===== src/rtl/arbitro_memoria.sv =====
// -----------------------------------------------------------------------------
// arbitro_memoria
//   Arbiter that lets the CPU and the disk DMA engine share one single-port,
//   256-word synchronous memory.  Grants are combinational from the request
//   lines and the registered arbiter state.  A granted write lands at the edge
//   that closes the grant cycle.  A granted read returns its data one cycle
//   later on the owner's rdata, with rvalid high for one cycle.
//
//   Arbitration: outside a DMA burst the two ports share round-robin, and a
//   single requester always wins.  Once the DMA starts a burst (a beat with
//   dma_last=0), it owns the memory until a beat with dma_last=1.
//
//   Optional feature (macro ARB_BURST_LIMIT_EN): after MAX_BURST DMA beats in a
//   burst, a waiting CPU gets one slot, then the burst resumes.  Without the
//   macro, bursts are unbounded.
//
// Ports
//   clk, rst_n                  clock (also the memory wclk/rclk), sync active-low reset
//   cpu_req/we/addr/wdata       CPU request side
//   cpu_gnt/rvalid/rdata        CPU grant and read response
//   dma_req/we/last/addr/wdata  DMA request side (dma_last marks the final beat)
//   dma_gnt/rvalid/rdata        DMA grant and read response
//   mem_endereco/dado/write     memory address / write data / write enable
//   mem_saida                   memory read data
//   addr_err                    pulses in the grant cycle of an out-of-range access
// -----------------------------------------------------------------------------
module arbitro_memoria #(
    parameter int MAX_BURST = 16,
    parameter int DATA_W    = 32
) (
    input  logic              clk,
    input  logic              rst_n,
    input  logic              cpu_req,
    input  logic              cpu_we,
    input  logic [9:0]        cpu_addr,
    input  logic [DATA_W-1:0] cpu_wdata,
    output logic              cpu_gnt,
    output logic              cpu_rvalid,
    output logic [DATA_W-1:0] cpu_rdata,
    input  logic              dma_req,
    input  logic              dma_we,
    input  logic              dma_last,
    input  logic [9:0]        dma_addr,
    input  logic [DATA_W-1:0] dma_wdata,
    output logic              dma_gnt,
    output logic              dma_rvalid,
    output logic [DATA_W-1:0] dma_rdata,
    output logic [9:0]        mem_endereco,
    output logic [DATA_W-1:0] mem_dado,
    output logic              mem_write,
    input  logic [DATA_W-1:0] mem_saida,
    output logic              addr_err
);

    typedef enum logic [1:0] {
        IDLE      = 2'd0,
        CPU       = 2'd1,
        DMA_BURST = 2'd2
    } state_t;

    state_t            state;
    logic              last_dma;        // 1 when the DMA won the most recent grant
    logic              force_cpu;
    logic              cpu_oor;
    logic              dma_oor;
    logic [9:0]        sel_addr;
    logic [DATA_W-1:0] sel_data;
    logic              sel_we;
    logic              sel_oor;
    logic [9:0]        addr_hold_p0;
    logic [DATA_W-1:0] data_hold_p0;
    logic              vld_cpu_p1;
    logic              vld_dma_p1;
    logic [DATA_W-1:0] cpu_rdata_p1;
    logic [DATA_W-1:0] dma_rdata_p1;

    // Only words 0..255 exist; any set bit above bit 7 is out of range.
    assign cpu_oor = (cpu_addr[9:8] != 2'b00);
    assign dma_oor = (dma_addr[9:8] != 2'b00);

`ifdef ARB_BURST_LIMIT_EN
    localparam int               CNT_W   = $clog2(MAX_BURST + 1);
    localparam logic [CNT_W-1:0] CNT_MAX = CNT_W'(MAX_BURST);

    logic [CNT_W-1:0] beat_cnt_p0;

    function automatic logic [CNT_W-1:0] sat_inc(input logic [CNT_W-1:0] v);
        return (v >= CNT_MAX) ? CNT_MAX : CNT_W'(v + 1'b1);
    endfunction

    // The CPU slot is taken only if the CPU is actually waiting; otherwise the
    // counter sits at its ceiling and the burst keeps going.
    assign force_cpu = (state == DMA_BURST) && cpu_req && (beat_cnt_p0 >= CNT_MAX);
`else
    logic unused_max_burst;
    assign unused_max_burst = (MAX_BURST > 0);
    assign force_cpu        = 1'b0;
`endif

    always_comb begin
        cpu_gnt = 1'b0;
        dma_gnt = 1'b0;
        if (rst_n) begin
            if (state == DMA_BURST) begin
                // The burst owns the memory even in cycles where dma_req drops.
                if (force_cpu) cpu_gnt = 1'b1;
                else           dma_gnt = dma_req;
            end else if (cpu_req && dma_req) begin
                cpu_gnt = last_dma;
                dma_gnt = ~last_dma;
            end else begin
                cpu_gnt = cpu_req;
                dma_gnt = dma_req;
            end
        end
    end

    // Address and data hold their last granted values when nobody is granted.
    always_comb begin
        sel_addr = addr_hold_p0;
        sel_data = data_hold_p0;
        sel_we   = 1'b0;
        sel_oor  = 1'b0;
        if (cpu_gnt) begin
            sel_addr = cpu_addr;
            sel_data = cpu_wdata;
            sel_we   = cpu_we;
            sel_oor  = cpu_oor;
        end else if (dma_gnt) begin
            sel_addr = dma_addr;
            sel_data = dma_wdata;
            sel_we   = dma_we;
            sel_oor  = dma_oor;
        end
    end

    assign mem_endereco = sel_addr;
    assign mem_dado     = sel_data;
    assign mem_write    = sel_we & ~sel_oor;
    assign addr_err     = sel_oor;

    // ---- p0: memory-side hold registers (data path, not reset) ----
    always_ff @(posedge clk) begin
        if (cpu_gnt || dma_gnt) begin
            addr_hold_p0 <= sel_addr;
            data_hold_p0 <= sel_data;
        end
    end

    // ---- p1: arbiter state and read response ----
    always_ff @(posedge clk) begin
        if (!rst_n) begin
            state        <= IDLE;
            last_dma     <= 1'b1;
            vld_cpu_p1   <= 1'b0;
            vld_dma_p1   <= 1'b0;
            cpu_rdata_p1 <= '0;
            dma_rdata_p1 <= '0;
`ifdef ARB_BURST_LIMIT_EN
            beat_cnt_p0  <= '0;
`endif
        end else begin
            vld_cpu_p1 <= cpu_gnt & ~cpu_we;
            vld_dma_p1 <= dma_gnt & ~dma_we;
            if (cpu_gnt && !cpu_we) cpu_rdata_p1 <= cpu_oor ? '0 : mem_saida;
            if (dma_gnt && !dma_we) dma_rdata_p1 <= dma_oor ? '0 : mem_saida;

            if (cpu_gnt)      last_dma <= 1'b0;
            else if (dma_gnt) last_dma <= 1'b1;

            case (state)
                DMA_BURST: begin
                    if (dma_gnt && dma_last) state <= IDLE;
                end
                default: begin
                    if (dma_gnt)      state <= dma_last ? IDLE : DMA_BURST;
                    else if (cpu_gnt) state <= CPU;
                    else              state <= IDLE;
                end
            endcase

`ifdef ARB_BURST_LIMIT_EN
            // The opening beat of a burst counts as beat 1.
            if (dma_gnt)      beat_cnt_p0 <= dma_last ? '0 : sat_inc(beat_cnt_p0);
            else if (cpu_gnt) beat_cnt_p0 <= '0;
`endif
        end
    end

    assign cpu_rvalid = vld_cpu_p1;
    assign dma_rvalid = vld_dma_p1;
    assign cpu_rdata  = cpu_rdata_p1;
    assign dma_rdata  = dma_rdata_p1;

endmodule


===== config.mk =====
export PLATFORM = sky130hd
export DESIGN_NAME = arbitro_memoria
export DESIGN_NICKNAME = d
export VERILOG_FILES = /design/src/rtl/arbitro_memoria.sv
export SDC_FILE = /design/constraint.sdc
export NUM_CORES = 1
export LEC_CHECK = 0
export ABC_AREA = 1
export CORE_MARGIN = 5
export CORE_UTILIZATION = 35
export CTS_BUF_LIST = sky130_fd_sc_hd__clkbuf_8
export DETAILED_ROUTE_END_ITERATION = 8
export GPL_ROUTABILITY_DRIVEN = 0
export MAX_ROUTING_LAYER = met4
export PLACE_DENSITY = 0.72
export SLEW_MARGIN = 15
export SYNTH_ARGS = -nofsm -noshare
export SYNTH_HDL_FRONTEND = slang
export SYNTH_SLANG_ARGS = --single-unit

===== constraint.sdc =====
create_clock -name clk -period 3.5 [get_ports clk]
set_input_delay 0.525 -clock clk [delete_from_list [all_inputs] [get_ports clk]]
set_output_delay 0.525 -clock clk [all_outputs]
set_load 0.01 [all_outputs]

==> results of run 1 <==
[cell type report]
| class | count | area, µm² | share of cell area (%) |
|---|---|---|---|
| Clock inverter | 7 | 87.6 | 1.03 |
| Sequential cell | 111 | 2640 | 31.0 |
| Multi-Input combinational cell | 488 | 2200 | 25.8 |
| Clock buffer | 9 | 124 | 1.45 |
| Tap cell | 220 | 275 | 3.23 |
| Timing Repair Buffer | 248 | 2460 | 28.9 |
| Inverter | 195 | 732 | 8.59 |
[per-stage QoR]
stage / worst slack [ns] / instance area (µm²) / utilization (%)
floorplan: 1.13 / 5850 / -
global placement: 0.524 / 8310 / 50.5
detailed placement: 0.511 / 8310 / 50.5
CTS: 0.475 / 8520 / 51.8
global route: 0.294 / 8520 / 51.8
finish: 0.501 / 8520 / 51.8
[synthesized netlist by cell type]
master	n	share of area (%)
clkbuf_1	20	1.3
o22ai_1	1	0.11
nor2_4	1	0.19
inv_2	3	0.19
a21oi_1	12	1.0
dfxtp_1	69	24
o31ai_1	1	0.13
nand2_2	2	0.21
buf_2	19	1.6
o21bai_1	32	4.1
nand3_2	1	0.17
inv_1	192	12
edfxtp_1	42	22
nand4_1	43	4.6
o21ai_0	23	2.0
nand3_1	54	4.6
buf_6	4	0.77
buf_1	4	0.26
nor2_1	139	8.9
nand2_1	179	11
buf_4	6	0.77
[critical path, stage by stage]
cell,delay [ns]
clkdlybuf4s50_1,0.49
nand2_1,0.06
inv_1,0.06
nand2_2,0.05
nand3_2,0.06
buf_4,0.33
inv_1,0.11
nand2_1,0.07
nand2_1,0.06
nor2_1,0.10
clkdlybuf4s50_1,0.54
[sequential cells by signal (all words and copies together), names as in the netlist]
register and count:
dma_rvalid 1, cpu_rvalid 1, data_hold_p0 32, addr_hold_p0 10, cpu_rdata 32, last_dma 1, dma_rdata 32, state 2
[power breakdown]
group / switching [mW] / leakage, nW / internal [mW]
logic: 0.409 / 2.89 / 0.412
clock network: 0.451 / 0.117 / 0.401
registers: 0.0285 / 0.963 / 1.45
[worst max-delay path by stage]
| stage | cells past startpoint | end | from | slack [ns] |
|---|---|---|---|---|
| 2_1_floorplan | 6 | addr_hold_p0[0] | cpu_req | 1.13 |
| 6_report | 11 | mem_write | cpu_req | 0.50 |
| 5_1_grt | 9 | mem_endereco[8] | cpu_req | 0.29 |
| 3_3_place_gp | 11 | mem_write | cpu_req | 0.52 |
| 4_1_cts | 11 | mem_write | cpu_req | 0.48 |
| 3_5_place_dp | 9 | mem_write | cpu_req | 0.51 |
[logic make-up (layout without fill, tap and decap cells)]
logic type             after synthesis  in the layout  synth area share, %
AND/OR/NAND/NOR                    419            419                 30.2
flip-flops                         111            111                 45.2
buffers and inverters              248            459                 17.2
AO/OA/AOI/OAI                       69             69                 7.34
[per-layer routing]
| metal | vias to the layer above | part of all wire [%] | wire (µm) |
|---|---|---|---|
| met4 | 0 | 1.4 | 263 |
| met2 | 192 | 47 | 8650 |
| met1 | 2598 | 43 | 7990 |
| met3 | 19 | 8.8 | 1630 |
| li1 | 2981 | - | - |
| met5 | - | 0 | 0 |
==> metrics, run 1 <==
result of the run complete, no violations; Routed WL around 19000 µm; Die Ht 139 µm; worst reg2reg endpoint cpu_rdata[5]; Setup CP Type input port to primary output; HP Class flip-flop to flip-flop; busiest grt layer met2; GRT Resource Usage Total between 10% and 20%; Final Cycle Share between 80% and 90%; Critical Path Sink Type primary output; Clock Skew roughly 0.0062 ns; Rows 47; Worst VDD drop 0.000225 V; DR pass1 iterations 5; Setup crit start kind input port; DP HPWL between 10000 and 15000 µm; CTS tree done; Hold Slack 0.469 ns; most frequent cells in the layout clkdlybuf4s50_1, inv_1, nand2_1; initial antenna violation count 0; vias in the first global route around 5600; Gate Count Post-Synth between 800 and 900; met2 GRT Util just over 30%; first-pass GRT wire length just under 30000 µm; YS warnings 0; Tot Pwr 3.15 mW; FF-to-FF setup slack roughly 1.2 ns; Clk Latency, worst-skew pair roughly 0.38 ns; Worst Hold Launch cpu_rdata[28]; CTS Root Cell clkbuf_8; die area 0.0194 mm²; fillers between 1500 and 2000; flops & latches, synth roughly 110; layout net count 1176; required time of the critical path 2.97 ns; TNS Setup 0 ns; postcts setup bufs 0; post-CTS sizing 0; grt total ovfl 0; pin count of the biggest net entering global routing 66; Hold Path Sink cpu_rdata[28]; CP arrival between 2 and 2.5 ns; Core ar. roughly 0.016 mm²; Maximum Capacitance Violations 0; Post-Layout Cell Count approximately 1300; clock sinks between 100 and 150; Final setup viols 0; via/cell ratio 4.53; Layout area overhead 45.8%; FMAX around 0.33 GHz; Vias 5790; GR Layer Usage met3 between 6 and 7%; Worst-path clk slew roughly 0.10 ns; hold_buf cts 0; Cell Pwr Density 369 mW/mm²; placed cell count between 1000 and 1500; H-tree Lvls 3; # DRC 0; share of layout cells above drive strength 1 about 3.6%; routing usage on met1 about a quarter; Crit Path Max Fanout 33; Slew headroom between 40% and 50%; minimum clock period ~3.0 ns; number of buffers created by CTS 9; PortBufs roughly 230; Longest Clk Path Bufs 2; P_leak 3.97 nW; Cell Area, Synth 0.00585 mm²; R2R cell count 9; syn avg cell area around 7 µm²; post-synth cell types 21; DRT iter0 DRCs 264; Final Max Tran Viols 0; Net Count, Synth 970; final hold vios 0; Avg WL per Cell about 15 µm; Critical R2R Launch state[0]; Min-Delay Path Depth 2; commonest non-fill, non-tap cell in the layout clkdlybuf4s50_1; Worst Max-Slew Pin Slew 0.767 ns; number of I/O pins 235; Antenna Cells 0; RSZ-0062 raised after global routing no; starting density of the core 35.5%; antenna-violating nets left 0; sequential share of the synthesized area between 40 and 50%; die width around 140 µm
No activity file was read; power rests on OpenSTA's default activity.
==> run 2: changes to the inputs <==
- CAP_MARGIN: default -> 25
- GPL_ROUTABILITY_DRIVEN: 0 -> 1
==> results of run 2 <==
No change in the layout: final DEF, timing and power equal those of run 1.
==> run 3: changes to the inputs <==
- CORE_MARGIN: 5 -> default
==> run 3 against run 2 <==
Compared with the run above: clock power fell by 8.9%; sequential share of layout area rose by 0.16 points; total power fell by 2.3%; worst setup slack got worse by 0.19 ns; cell count fell by 0.31%; flip-flop and latch count did not move; maximum frequency fell by 6.0%; final area fell by 0.51%; largest cell class unchanged.
==> metrics, run 3 (synthesis gave the netlist of run 1 again) <==
Setup CP Type input port to primary output; Layout area overhead 45.0%; GRT Resource Usage Total 22.5%; final hold vios 0; Cell Pwr Density roughly 360 mW/mm²; number of I/O pins 235; CP dominant cell by count nand2_1; CP Cell Sequence clkdlybuf4s50_1 > nand2_1 > inv_1 > nand2_2 > nand3_2 > buf_4 > nand2_1 > nand3_1 > nand2_1 > clkdlybuf4s50_1; DRT iter0 DRCs roughly 370; # DRC 0; Final Cycle Share between 90% and 100%; Worst Path Buf+Inv 4; slowest cell on the critical path clkdlybuf4s50_1; TNS Setup 0 ns; Setup crit start kind input port; register area around 0.0026 mm²; starting density of the core ~36%; pin count of the biggest net entering global routing 66; initial antenna violation count 0; commonest non-fill, non-tap cell in the layout clkdlybuf4s50_1; CP top delay family buffers and inverters; Final setup viols 0; Worst-path clk slew ~0.10 ns; layout net count 1176; die width 131 µm; hold_buf cts 0; Rows 46; FMAX ~0.31 GHz; Routed WL about 19000 µm; number of buffers created by CTS 9; Longest Clk Path Bufs 2; required time of the critical path between 2 and 3 ns; slowest stage delay, CP around 0.54 ns; Antenna Cells 0; Crit Path Max Fanout 23; Vias between 5000 and 6000; antenna-violating nets left 0; Multi-input gate area roughly 0.0022 mm²; Final Max Tran Viols 0; H-tree Lvls 3; Hold Slack between 0.4 and 0.5 ns; DR pass1 iterations 5; Die Ht around 130 µm; RSZ-0062 raised after global routing no; CP arrival 2.67 ns; Slew headroom a little under half; Core ar. roughly 0.016 mm²; Worst Max-Slew Pin Slew 0.789 ns; Avg WL per Cell 14.7 µm; P_leak about 3.9 nW; Critical Path Sink Type primary output; Clock Skew between 0.015 and 0.02 ns; first-pass GRT wire length ~30000 µm; Clk Latency, worst-skew pair roughly 0.4 ns; Maximum Capacitance Violations 0; DP HPWL ~13000 µm; die area 0.0172 mm²; Worst VDD drop around 0.0002 V; share of layout cells above drive strength 1 3.78%; result of the run complete, no violations; postcts setup bufs 0; minimum clock period 3.19 ns; vias in the first global route approximately 5500; grt total ovfl 0; via/cell ratio around 4.6; CTS tree done; post-CTS sizing 0; HP Class flip-flop to flip-flop; PortBufs 234; fillers between 1500 and 2000; GP Congestion a little over 0.9; CTS Root Cell clkbuf_8; most frequent cells in the layout clkdlybuf4s50_1, inv_1, nand2_1; clock sinks ~110
run 3: final timing paths:
path	endpoint	depth (start not counted)	slack, ns	startpoint
setup / recovery	mem_dado[17]	10	0.31	cpu_req
hold / removal	cpu_rdata[17]	2	0.47	cpu_rdata[17]
setup reg to reg	data_hold_p0[11]	7	1.26	state[0]
hold reg to reg	cpu_rdata[17]	2	0.47	cpu_rdata[17]
run 3: area by class of cell:
type / count / area share (%)
Tap cell: 216 / 3.19
Inverter: 195 / 8.63
Sequential cell: 111 / 31.2
Clock buffer: 10 / 1.62
Multi-Input combinational cell: 488 / 25.9
Timing Repair Buffer: 248 / 28.9
Clock inverter: 6 / 0.561
run 3: power breakdown:
group / internal (mW) / switching, mW / leakage [nW] / total (mW)
logic: 0.410 / 0.413 / 2.88 / 0.824
registers: 1.45 / 0.0297 / 0.963 / 1.48
clock network: 0.289 / 0.488 / 0.0941 / 0.776
run 3: tightest hold or removal path: stages (launching register included):
cell and delay, ns:
dfxtp_1 0.33, nand2_1 0.06, a21oi_1 0.05
run 3: through the flow:
stage	setup WS [ns]	util (%)	instances	total power [mW]	area, µm²
4_1_cts	0.284	52.6	1274	3.12	8480
2_1_floorplan	1.13	-	847	1.89	5850
5_1_grt	0.123	52.6	1274	3.24	8480
3_5_place_dp	0.285	51.5	1258	2.33	8290
3_3_place_gp	0.335	51.5	1258	2.32	8290
6_report	0.309	52.6	1274	3.08	8480
run 3: routing by layer:
metal	track usage [%]	up-vias	share of wire, %
met1	27.3	2609	43
met5	-	-	0
li1	-	2979	-
met3	5.56	17	8.1
met2	36.8	216	48
met4	6.41	0	1.2
